--- src/rtl/nfc_sram_arb_if.sv ---
// Requester port bundle for the page SRAM arbiter: request/address/write side
// driven by the requester, grant and read return driven by the arbiter.
interface nfc_sram_arb_if #(
  parameter int AW = 13,
  parameter int DW = 16
);
  logic          req;
  logic [AW-1:0] addr;
  logic [1:0]    wen;
  logic [DW-1:0] wdat;
  logic          gnt;
  logic          rvld;
  logic [DW-1:0] rdat;

  modport master (
    output req, addr, wen, wdat,
    input  gnt, rvld, rdat
  );

  modport slave (
    input  req, addr, wen, wdat,
    output gnt, rvld, rdat
  );
endinterface

--- src/rtl/nfc_sram_arb.sv ---
// Page SRAM arbiter: NFC has top priority, ECC/MIF share round-robin, and a
// starvation limiter forces a low-priority grant after STARVE_LIM NFC grants.
module nfc_sram_arb #(
  parameter int AW         = 13,
  parameter int DW         = 16,
  parameter int STARVE_LIM = 8
) (
  input  logic          nfc_clk,
  input  logic          rst_nfc,
  nfc_sram_arb_if.slave nfc,
  nfc_sram_arb_if.slave ecc,
  nfc_sram_arb_if.slave mif,
  output logic [AW-1:0] sram_addr,
  output logic          sram_cen,
  output logic [1:0]    sram_wen,
  output logic [DW-1:0] sram_wr_dat,
  input  logic [DW-1:0] sram_rd_dat,
  output logic          arb_starve
);

  localparam logic [1:0] OWN_NFC = 2'd0;
  localparam logic [1:0] OWN_ECC = 2'd1;
  localparam logic [1:0] OWN_MIF = 2'd2;
  localparam logic [7:0] LIM     = 8'(STARVE_LIM);

  logic          rr_ptr_q, rr_ptr_d;
  logic [7:0]    starve_cnt_q, starve_cnt_d;
  logic [AW-1:0] addr_q;
  logic          cen_q;
  logic [1:0]    wen_q;
  logic [DW-1:0] wdat_q;
  logic          tag1_vld_q, tag2_vld_q;
  logic [1:0]    tag1_own_q, tag2_own_q;

  logic          lo_req, rr_ecc, force_lo, any_gnt;
  logic          gnt_nfc, gnt_ecc, gnt_mif;
  logic [AW-1:0] iss_addr;
  logic [1:0]    iss_wen;
  logic [DW-1:0] iss_wdat;
  logic [1:0]    iss_own;

  always_comb begin
    lo_req   = ecc.req | mif.req;
    // ECC wins the low-priority slot if it is alone or it is its turn
    rr_ecc   = ecc.req & (~mif.req | ~rr_ptr_q);
    force_lo = lo_req && (starve_cnt_q == LIM);
    gnt_nfc  = 1'b0;
    gnt_ecc  = 1'b0;
    gnt_mif  = 1'b0;
    if (!rst_nfc) begin
      if (force_lo) begin
        gnt_ecc = rr_ecc;
        gnt_mif = ~rr_ecc;
      end else if (nfc.req) begin
        gnt_nfc = 1'b1;
      end else if (lo_req) begin
        gnt_ecc = rr_ecc;
        gnt_mif = ~rr_ecc;
      end
    end
    any_gnt    = gnt_nfc | gnt_ecc | gnt_mif;
    arb_starve = force_lo & ~rst_nfc;

    rr_ptr_d = rr_ptr_q;
    if (gnt_ecc) rr_ptr_d = 1'b1;
    if (gnt_mif) rr_ptr_d = 1'b0;

    starve_cnt_d = starve_cnt_q;
    if (gnt_ecc || gnt_mif || !lo_req) begin
      starve_cnt_d = 8'd0;
    end else if (gnt_nfc && starve_cnt_q != LIM) begin
      starve_cnt_d = starve_cnt_q + 8'd1;
    end

    iss_addr = nfc.addr;
    iss_wen  = nfc.wen;
    iss_wdat = nfc.wdat;
    iss_own  = OWN_NFC;
    if (gnt_ecc) begin
      iss_addr = ecc.addr;
      iss_wen  = ecc.wen;
      iss_wdat = ecc.wdat;
      iss_own  = OWN_ECC;
    end else if (gnt_mif) begin
      iss_addr = mif.addr;
      iss_wen  = mif.wen;
      iss_wdat = mif.wdat;
      iss_own  = OWN_MIF;
    end
  end

  always_ff @(posedge nfc_clk or posedge rst_nfc) begin
    if (rst_nfc) begin
      rr_ptr_q     <= 1'b0;
      starve_cnt_q <= 8'd0;
      addr_q       <= '0;
      cen_q        <= 1'b1;
      wen_q        <= 2'b11;
      wdat_q       <= '0;
      tag1_vld_q   <= 1'b0;
      tag1_own_q   <= OWN_NFC;
      tag2_vld_q   <= 1'b0;
      tag2_own_q   <= OWN_NFC;
    end else begin
      rr_ptr_q     <= rr_ptr_d;
      starve_cnt_q <= starve_cnt_d;
      if (any_gnt) begin
        addr_q <= iss_addr;
        cen_q  <= 1'b0;
        wen_q  <= iss_wen;
        wdat_q <= iss_wdat;
      end else begin
        cen_q  <= 1'b1;
        wen_q  <= 2'b11;
      end
      // Tag only reads; writes never return data
      tag1_vld_q <= any_gnt && (iss_wen == 2'b11);
      tag1_own_q <= iss_own;
      tag2_vld_q <= tag1_vld_q;
      tag2_own_q <= tag1_own_q;
    end
  end

  assign sram_addr   = addr_q;
  assign sram_cen    = cen_q;
  assign sram_wen    = wen_q;
  assign sram_wr_dat = wdat_q;

  assign nfc.gnt  = gnt_nfc;
  assign ecc.gnt  = gnt_ecc;
  assign mif.gnt  = gnt_mif;
  assign nfc.rvld = tag2_vld_q && (tag2_own_q == OWN_NFC);
  assign ecc.rvld = tag2_vld_q && (tag2_own_q == OWN_ECC);
  assign mif.rvld = tag2_vld_q && (tag2_own_q == OWN_MIF);
  assign nfc.rdat = sram_rd_dat;
  assign ecc.rdat = sram_rd_dat;
  assign mif.rdat = sram_rd_dat;

endmodule

--- src/flat_wrapper.sv ---
// flat-port wrapper written by rule: the top's interface ports become plain ports
module nfc_sram_arb_flat 
#(
  parameter int AW         = 13,
  parameter int DW         = 16,
  parameter int STARVE_LIM = 8
)
  (nfc_clk, rst_nfc, sram_addr, sram_cen, sram_wen, sram_wr_dat, sram_rd_dat, arb_starve, nfc_req, nfc_addr, nfc_wen, nfc_wdat, nfc_gnt, nfc_rvld, nfc_rdat, ecc_req, ecc_addr, ecc_wen, ecc_wdat, ecc_gnt, ecc_rvld, ecc_rdat, mif_req, mif_addr, mif_wen, mif_wdat, mif_gnt, mif_rvld, mif_rdat);
  nfc_sram_arb_if #(.AW(AW), .DW(DW)) nfc_i ();
  nfc_sram_arb_if #(.AW(AW), .DW(DW)) ecc_i ();
  nfc_sram_arb_if #(.AW(AW), .DW(DW)) mif_i ();
  input  logic nfc_clk;
  input  logic rst_nfc;
  output logic [AW-1:0] sram_addr;
  output logic sram_cen;
  output logic [1:0] sram_wen;
  output logic [DW-1:0] sram_wr_dat;
  input  logic [DW-1:0] sram_rd_dat;
  output logic arb_starve;
  input wire logic [$bits(nfc_i.req)-1:0] nfc_req;
  input wire logic [$bits(nfc_i.addr)-1:0] nfc_addr;
  input wire logic [$bits(nfc_i.wen)-1:0] nfc_wen;
  input wire logic [$bits(nfc_i.wdat)-1:0] nfc_wdat;
  output wire logic [$bits(nfc_i.gnt)-1:0] nfc_gnt;
  output wire logic [$bits(nfc_i.rvld)-1:0] nfc_rvld;
  output wire logic [$bits(nfc_i.rdat)-1:0] nfc_rdat;
  input wire logic [$bits(ecc_i.req)-1:0] ecc_req;
  input wire logic [$bits(ecc_i.addr)-1:0] ecc_addr;
  input wire logic [$bits(ecc_i.wen)-1:0] ecc_wen;
  input wire logic [$bits(ecc_i.wdat)-1:0] ecc_wdat;
  output wire logic [$bits(ecc_i.gnt)-1:0] ecc_gnt;
  output wire logic [$bits(ecc_i.rvld)-1:0] ecc_rvld;
  output wire logic [$bits(ecc_i.rdat)-1:0] ecc_rdat;
  input wire logic [$bits(mif_i.req)-1:0] mif_req;
  input wire logic [$bits(mif_i.addr)-1:0] mif_addr;
  input wire logic [$bits(mif_i.wen)-1:0] mif_wen;
  input wire logic [$bits(mif_i.wdat)-1:0] mif_wdat;
  output wire logic [$bits(mif_i.gnt)-1:0] mif_gnt;
  output wire logic [$bits(mif_i.rvld)-1:0] mif_rvld;
  output wire logic [$bits(mif_i.rdat)-1:0] mif_rdat;
  assign nfc_i.req = nfc_req;
  assign nfc_i.addr = nfc_addr;
  assign nfc_i.wen = nfc_wen;
  assign nfc_i.wdat = nfc_wdat;
  assign nfc_gnt = nfc_i.gnt;
  assign nfc_rvld = nfc_i.rvld;
  assign nfc_rdat = nfc_i.rdat;
  assign ecc_i.req = ecc_req;
  assign ecc_i.addr = ecc_addr;
  assign ecc_i.wen = ecc_wen;
  assign ecc_i.wdat = ecc_wdat;
  assign ecc_gnt = ecc_i.gnt;
  assign ecc_rvld = ecc_i.rvld;
  assign ecc_rdat = ecc_i.rdat;
  assign mif_i.req = mif_req;
  assign mif_i.addr = mif_addr;
  assign mif_i.wen = mif_wen;
  assign mif_i.wdat = mif_wdat;
  assign mif_gnt = mif_i.gnt;
  assign mif_rvld = mif_i.rvld;
  assign mif_rdat = mif_i.rdat;
  nfc_sram_arb #(.AW(AW), .DW(DW), .STARVE_LIM(STARVE_LIM)) u_core (.nfc_clk(nfc_clk), .rst_nfc(rst_nfc), .nfc(nfc_i), .ecc(ecc_i), .mif(mif_i), .sram_addr(sram_addr), .sram_cen(sram_cen), .sram_wen(sram_wen), .sram_wr_dat(sram_wr_dat), .sram_rd_dat(sram_rd_dat), .arb_starve(arb_starve));
endmodule
--- config.mk ---
export PLATFORM = sky130hd
export DESIGN_NAME = nfc_sram_arb_flat
export DESIGN_NICKNAME = d
export VERILOG_FILES = /design/src/rtl/nfc_sram_arb_if.sv /design/src/rtl/nfc_sram_arb.sv /design/src/flat_wrapper.sv
export SDC_FILE = /design/constraint.sdc
export NUM_CORES = 1
export LEC_CHECK = 0
export ABC_CLOCK_PERIOD_IN_PS = 5950
export CAP_MARGIN = 20
export CORE_ASPECT_RATIO = 1.75
export CORE_UTILIZATION = 37
export DETAILED_ROUTE_END_ITERATION = 10
export GPL_TIMING_DRIVEN = 0
export HOLD_SLACK_MARGIN = 0.03
export PLACE_DENSITY = 0.86
export SLEW_MARGIN = 20
export SYNTH_ARGS = -nofsm -noshare
export SYNTH_HDL_FRONTEND = slang
export SYNTH_SLANG_ARGS = --single-unit
--- constraint.sdc ---
create_clock -name nfc_clk -period 5.95 [get_ports nfc_clk]
set_clock_uncertainty 0.15 [all_clocks]
set_input_delay 0.8925 -clock nfc_clk [delete_from_list [all_inputs] [get_ports nfc_clk]]
set_output_delay 0.8925 -clock nfc_clk [all_outputs]
set_load 0.05 [all_outputs]
==> summary.md, run 1 <==
| Metric | Value |
|---|---|
| DRT Wirelength | 9.24 mm |
| Tightest Pin Transition | 0.792 ns |
| Final hold viol count | 0 |
| Largest area contributor in the netlist | dfrtp_1 |
| Most frequent CP cell | clkdlybuf4s50_1 |
| Num ports | 201 |
| Top-area cell type share of the netlist area | 40.2% |
| CTS max path bufs | 2 |
| Yosys reg bits | 47 |
| Reg clk slew, reported paths | 0.06 ns |
| Power Total | 1170 uW |
| Cts bufs inserted | 5 |
| Largest net degree at the start of global routing | 37 |
| Fin nets | 585 |
| Worst Setup End Kind | primary output |
| Worst EP arrival | 3.65 ns |
| CP bufs+invs | 6 |
| Fin. max-slew vios | 0 |
| Die extent in y | 116 um |
| Register area share after synthesis | 43.1% |
| HPWL after detailed placement | 7.28 mm |
| Crit path max-delay cell type | clkdlybuf4s50_1 |
| Ys flop type | dfrtp_1 |
| Vias in the first global route | 2977 |
| Unrepaired setup endpoints after global routing | false |
| Max-slew headroom | 46.5% |
| Logic pwr share | 40.8% |
| Fin area | 4860 um^2 |
| Avg Cell Area, Syn | 9.82 um^2 |
| Cells along the critical path | clkdlybuf4s50_1 > clkbuf_1 > inv_2 > buf_12 > nand2_1 > a21oi_1 > buf_2 > clkdlybuf4s50_1 |
| Routed vias/inst | 5.36 |
| Ys Warns | 0 |
| Initial core utilization | 38.1% |
| Post-Syn Area | 2740 um^2 |
| Worst-path fanout max | 36 |
| # DRC | 0 |
| # port buffers | 182 |
| Core Region | 7180 um^2 |
| Clock Latency Late Sink | 0.28 ns |
| Pwr per Cell Area | 241 nW/um^2 |
| Clock Root Buffer | clkbuf_16 |
| Worst vdd ir | 0.137 mV |
| Buffer count from post-CTS setup fixing | 0 |
| NetSw | 417 uW |
| First-pass GRT wire length | 14.1 mm |
| Post-CTS Resized | 0 |
| Clock network fraction of total power | 27.3% |
| Leak pwr | 0.00200 uW |
| Routed Antenna Nets | 0 |
| Initial antenna violation count | 0 |
| H-tree levels | 2 |
| Max_cap viols | 0 |
| Layout cells sized above 1 | 15.5% |
| Syn_nets | 395 |
| Final TNS setup | 0 ns |
| Die W | 67.0 um |
| CTS Sinks | 47 |
| Critical path required time | 4.91 ns |
| Top Family by Delay on Critical Path | buffers and inverters |
| Dominant cell by count in the synthesized netlist | buf_4 |
| Fmax | 213 MHz |
| Post-synth EDFFs | 0 |
| Startpoint types | input pin |
| Worst Slack Setup Final | 1.25 ns |
| DP Area | 4690 um^2 |
| Placement Rows | 41 |
| Crit share post-route | 78.9% |
| RD Place Congestion | 0.805 |
| Hold_buf cts | 0 |
| Type of the tightest min-delay check | reg2reg |
| Reg power frac | 31.9% |
| ANT cells | 0 |
| Iteration-0 DRC Markers | 98 |
| Worst Path Class, Setup | in2out |
| Synth unique cells | 37 |
| Overflow after GRT | 0 |
| WL per Instance | 16.6 um |
| Count of final setup violators | 0 |
| Cells after Synth | 279 |
| Pint | 753 uW |
| Status | finished clean |
| Top cells by area, synth | dfrtp_1, buf_4, a221o_1 |
| GRT Util Overall | 23.9% |
| Switching Share | 35.7% |
| Pre-CTS setup slack | 1.23 ns |
| DR vias | 2978 |
| Synth top cells by count | buf_4, dfrtp_1, nor2_1, a32oi_1, a221o_1 |
| CTS tree | yes |
| Ys async rst share | 100% |
| Pre-antenna DRT Iters | 4 |
| CP max stage delay | 0.86 ns |
| Die area | 7760 um^2 |
| Area Overhead vs Synth | 77.3% |
| Final min period | 4.70 ns |
## metal layers
layer	vias to the layer above	GRT usage, %	routed length (um)
met5	-	0	0
met4	0	9.65	302
met3	20	4.92	728
met2	164	44.2	4900
met1	1418	25.5	3310
li1	1376	-	-
## state kept, by name (all words and copies together), names as in the netlist, 2 cells and up
signal               count
u_core.tag1_own_q        2
u_core.sram_wr_dat      16
u_core.sram_addr        13
u_core.starve_cnt_q      8
u_core.sram_wen          2
u_core.tag2_own_q        2
## metrics by stage
stage	instances	utilization, %	hold WS (ns)
global route	556	67.6	0.213
global placement	547	65.0	0.187
CTS	556	67.6	0.196
floorplan	279	-	0.181
finish	556	67.6	0.195
detailed placement	548	65.3	0.186
## area by class of cell
| class | count | area (um^2) |
|---|---|---|
| Tap cell | 86 | 108 |
| Buffer | 72 | 459 |
| Clock inverter | 3 | 43.8 |
| Sequential cell | 47 | 1180 |
| Fill cell | 589 | 2320 |
| Timing Repair Buffer | 183 | 1840 |
| Multi-Input combinational cell | 156 | 1080 |
| Clock buffer | 5 | 125 |
| Inverter | 4 | 15.0 |
## final timing paths
path	startpoint	end	slack, ns	depth (start not counted)
worst max-delay path	rst_nfc	nfc_gnt	1.25	8
min in group asynchronous	rst_nfc	u_core.sram_addr[3]	1.08	3
max in group asynchronous	rst_nfc	u_core.sram_wen[1]	4.01	4
worst min register to register	u_core.tag1_vld_q	u_core.tag2_vld_q	0.20	0
worst max register to register	u_core.starve_cnt_q[0]	u_core.sram_wr_dat[2]	3.63	7
worst min-delay path	u_core.tag1_vld_q	u_core.tag2_vld_q	0.20	0
## power by group through the flow
stage          logic, uW  clock network, uW  registers (uW)
2_1_floorplan        185                  0             479
3_3_place_gp         469                  0             377
3_5_place_dp         477                  0             380
4_1_cts              479                324             373
5_1_grt              500                334             378
6_report             478                319             374
## logic make-up (layout without fill, tap and decap cells)
| kind of cell | after synthesis | in the layout | share of synthesized area, % |
|---|---|---|---|
| adders and majority gates | 2 | 2 | 0.914 |
| xor gates and xnor gates | 5 | 5 | 1.60 |
| AOI/OAI and AO/OA | 75 | 75 | 23.9 |
| and+or+nand+nor | 74 | 74 | 13.2 |
| DFF | 47 | 47 | 43.1 |
| buffers and inverters | 76 | 267 | 17.3 |
## cell usage in the layout, fill, tap and decap left out, types with 2 or more instances in the layout
master             n
and3b_1            2
clkdlybuf4s50_1  182
buf_4             48
nand3b_1           3
a221o_1           29
buf_2              7
a32oi_1           30
ha_1               2
clkbuf_16          5
nor3_1             2
o21ai_0            4
nor4_1             2
dfstp_2            3
nor2_1            39
xnor2_1            5
clkbuf_1          17
dfrtp_1           44
nand2b_1           3
inv_1              3
a21oi_1            4
nand2_1           12
or2_2              2
Note: power is estimated with default switching activity, not from simulation.
==> run 2, diff against run 1 <==
ABC_CLOCK_PERIOD_IN_PS = 3800   (was 5950)
CORE_UTILIZATION = 31   (was 37)
PLACE_DENSITY = 0.77   (was 0.86)
clock period = 3.8 ns   (was 5.95 ns; I/O delays follow)
==> run 2 against run 1 <==
Effect of this change:
- first-iteration DRC count rose by 37%
- sequential power increased by 56%
- register-to-register slack worse by 2.3 ns
- final area increased by 1.1%
- global-route usage shrank 3.5 points
- utilization fell by 11 points
- sequential share of layout area decreased by 0.25 points
- critical path type unchanged
- highest routed layer unchanged
==> summary.md, run 2 (synthesis results as in run 1) <==
| Metric | Value |
|---|---|
| Clock Root Buffer | clkbuf_16 |
| CTS Sinks | 47 (unchanged) |
| Pint | 1200 uW (+59%) |
| Worst hold path depth | 0 (unchanged) |
| Non-Filler Instances | 587 (+5.6%) |
| Leak pwr | 0.00201 uW (+0.72%) |
| H-tree levels | 2 (unchanged) |
| Unrepaired setup endpoints after global routing | false |
| HPWL after detailed placement | 7.65 mm (+5.1%) |
| Reg-to-reg endpoint | u_core.sram_addr[6] |
| # port buffers | 182 (unchanged) |
| Met3 Use GR | 4.13% (-0.79 points) |
| Worst Hold Path EP | u_core.tag2_own_q[0] |
| Crit Reg-Reg Startpoint | u_core.starve_cnt_q[0] |
| GR Util met1 | 20.1% (-5.4 points) |
| CTS max path bufs | 2 (unchanged) |
| Largest net degree at the start of global routing | 30 (-19%) |
| Commonest cells after routing, fill and taps aside | clkdlybuf4s50_1, buf_4, dfrtp_1, nor2_1, a32oi_1 |
| Num ports | 201 (unchanged) |
| Met2 Resource Use GR | 39.8% (-4.4 points) |
| Crit share post-route | 95.4% |
| CTS tree | yes |
| RD Place Congestion | 0.817 (+1.5%) |
| Core Region | 8610 um^2 (+20%) |
| ANT cells | 0 (unchanged) |
| DP Area | 4730 um^2 (+0.99%) |
| Clock Latency Late Sink | 0.29 ns (about the same) |
| Iteration-0 DRC Markers | 134 (+37%) |
| Cells on worst reg2reg path | 7 (unchanged) |
| Die area | 9230 um^2 (+19%) |
| Fin nets | 585 (unchanged) |
| Clock network fraction of total power | 27.8% (+0.5 points) |
| Overflow after GRT | 0 (unchanged) |
| R2R setup slack | 1.30 ns (-2.33 ns) |
| NetSw | 652 uW (+56%) |
| Fmax | 276 MHz |
| Initial core utilization | 31.8% (-6.3 points) |
| Final hold viol count | 0 (unchanged) |
| Routed Antenna Nets | 0 (unchanged) |
| Tightest Pin Transition | 0.795 ns (+0.00347 ns) |
| Die extent in y | 126 um (+9.1%) |
| Min-delay src | u_core.tag1_own_q[0] |
| DR vias | 2951 (-0.91%) |
| Fin area | 4910 um^2 (+1.1%) |
| Max FFs per register | 16 (unchanged) |
| Crit path max-delay cell type | clkdlybuf4s50_1 |
| Status | finished clean |
| Startpoint types | input pin |
| Vias in the first global route | 2931 (-1.5%) |
| Worst Slack Setup Final | 0.176 ns (-1.08 ns) |
| Reg power frac | 31.6% (-0.3 points) |
| CP max stage delay | 0.81 ns (-0.05 ns) |
| Pre-CTS setup slack | -0.397 ns (-1.62 ns) |
| Cts bufs inserted | 5 (unchanged) |
| Worst EP arrival | 2.90 ns (-0.75 ns) |
| Pwr per Cell Area | 377 nW/um^2 (+56%) |
| Switching Share | 35.3% (-0.40 points) |
| Placement Rows | 45 (+9.8%) |
| Type of the tightest min-delay check | reg2reg |
| GRT Util Overall | 20.4% (-3.5 points) |
| Critical path required time | 3.08 ns (-1.83 ns) |
| # DRC | 0 (unchanged) |
| Worst-path fanout max | 10 (-72%) |
| Max_cap viols | 0 (unchanged) |
| Worst vdd ir | 0.186 mV (+35%) |
| Hold_buf cts | 0 (unchanged) |
| Die W | 73.1 um (+9.0%) |
| WL per Instance | 16.4 um (-1.5%) |
| Final TNS setup | 0 ns (unchanged) |
| First-pass GRT wire length | 14.2 mm (+1.2%) |
| Placed cells | 579 (+5.7%) |
| Logic pwr share | 40.6% (-0.2 points) |
| DRT Wirelength | 9.61 mm (+4.0%) |
| Power Total | 1850 uW (+58%) |
| Most common library cell in the layout ignoring fill and taps | clkdlybuf4s50_1 |
| Initial antenna violation count | 0 (unchanged) |
| Layout cells sized above 1 | 16.0% (+0.43 points) |
| Routed vias/inst | 5.03 (-6.1%) |
| GR peak layer | met2 |
| Final min period | 3.62 ns |
| Pre-antenna DRT Iters | 4 (unchanged) |
| Count of final setup violators | 0 (unchanged) |
| Worst Path Class, Setup | in2out |
| Max-slew headroom | 46.5% (about the same) |
| Cells along the critical path | clkdlybuf4s50_1 > or4_1 > o22a_1 > buf_2 > buf_2 > nor2_1 > clkdlybuf4s50_1 |
| Area Overhead vs Synth | 79.2% |
| Reg clk slew, reported paths | 0.06 ns (about the same) |
| Worst Setup End Kind | primary output |
| Fin. max-slew vios | 0 (unchanged) |
-- run 2: cell count changes in the layout (fill, tap and decap cells not counted) --
cell	delta
buf_16	+1
clkbuf_2	+2
inv_2	-1
clkbuf_8	+1
clkdlybuf4s50_1	-2
dlygate4sd2_1	+1
buf_12	-1
inv_6	+1
clkbuf_1	-1
clkinv_4	-1
-- run 2: critical path, delay by kind of cell --
family / cells / cell delay [ns]
simple gates: 2 / 0.51
compound gates: 1 / 0.16
buf+inv: 4 / 1.64
-- run 2: worst max-delay path by stage --
stage | from | end | slack, ns | depth (start not counted)
6_report | rst_nfc | mif_gnt | 0.18 | 7
5_1_grt | rst_nfc | mif_gnt | 0.04 | 7
4_1_cts | rst_nfc | nfc_gnt | 0.07 | 8
3_5_place_dp | rst_nfc | nfc_gnt | -0.40 | 8
3_3_place_gp | rst_nfc | nfc_gnt | -1.15 | 7
2_1_floorplan | rst_nfc | nfc_gnt | 0.66 | 5
-- run 2: repair_timing --
item                       4_1_cts  5_1_grt
setup endpoints to repair        2        2
setup buffers                    0        0
resized for setup                3        5
gates cloned                     0        0
-- run 2: stage by stage --
stage	hold slack, ns	utilization, %
2_1_floorplan	0.181	-
3_3_place_gp	0.181	54.6
3_5_place_dp	0.186	55.0
4_1_cts	0.195	57.0
5_1_grt	0.200	57.0
6_report	0.195	57.0
-- run 2: final cells by class --
type	count	area [um^2]
buffer	72	460
clock buffer	6	139
clock inverter	2	35.0
fill	783	3710
inverter	4	20.0
multi-input combinational	156	1080
sequential	47	1180
tap	117	146
timing repair buffer	183	1840
-- run 2: layer usage --
layer / up-vias / part of all wire, %
met4: 0 / 2.5
met2: 162 / 54
met1: 1400 / 35
met3: 15 / 8.5
li1: 1374 / -
met5: - / 0
-- run 2: power by group through the flow --
| stage | registers [uW] | logic, uW | clock network (uW) |
|---|---|---|---|
| 6_report | 584 | 750 | 514 |
| 5_1_grt | 590 | 786 | 548 |
| 4_1_cts | 584 | 754 | 531 |
| 3_5_place_dp | 594 | 751 | 0 |
| 3_3_place_gp | 590 | 742 | 0 |
| 2_1_floorplan | 750 | 290 | 0 |
==> run 3, diff against run 2 <==
TNS_END_PERCENT = 5   (was unset)
==> results of run 3 <==
Final layout, timing and power as in run 2 (identical DEF).
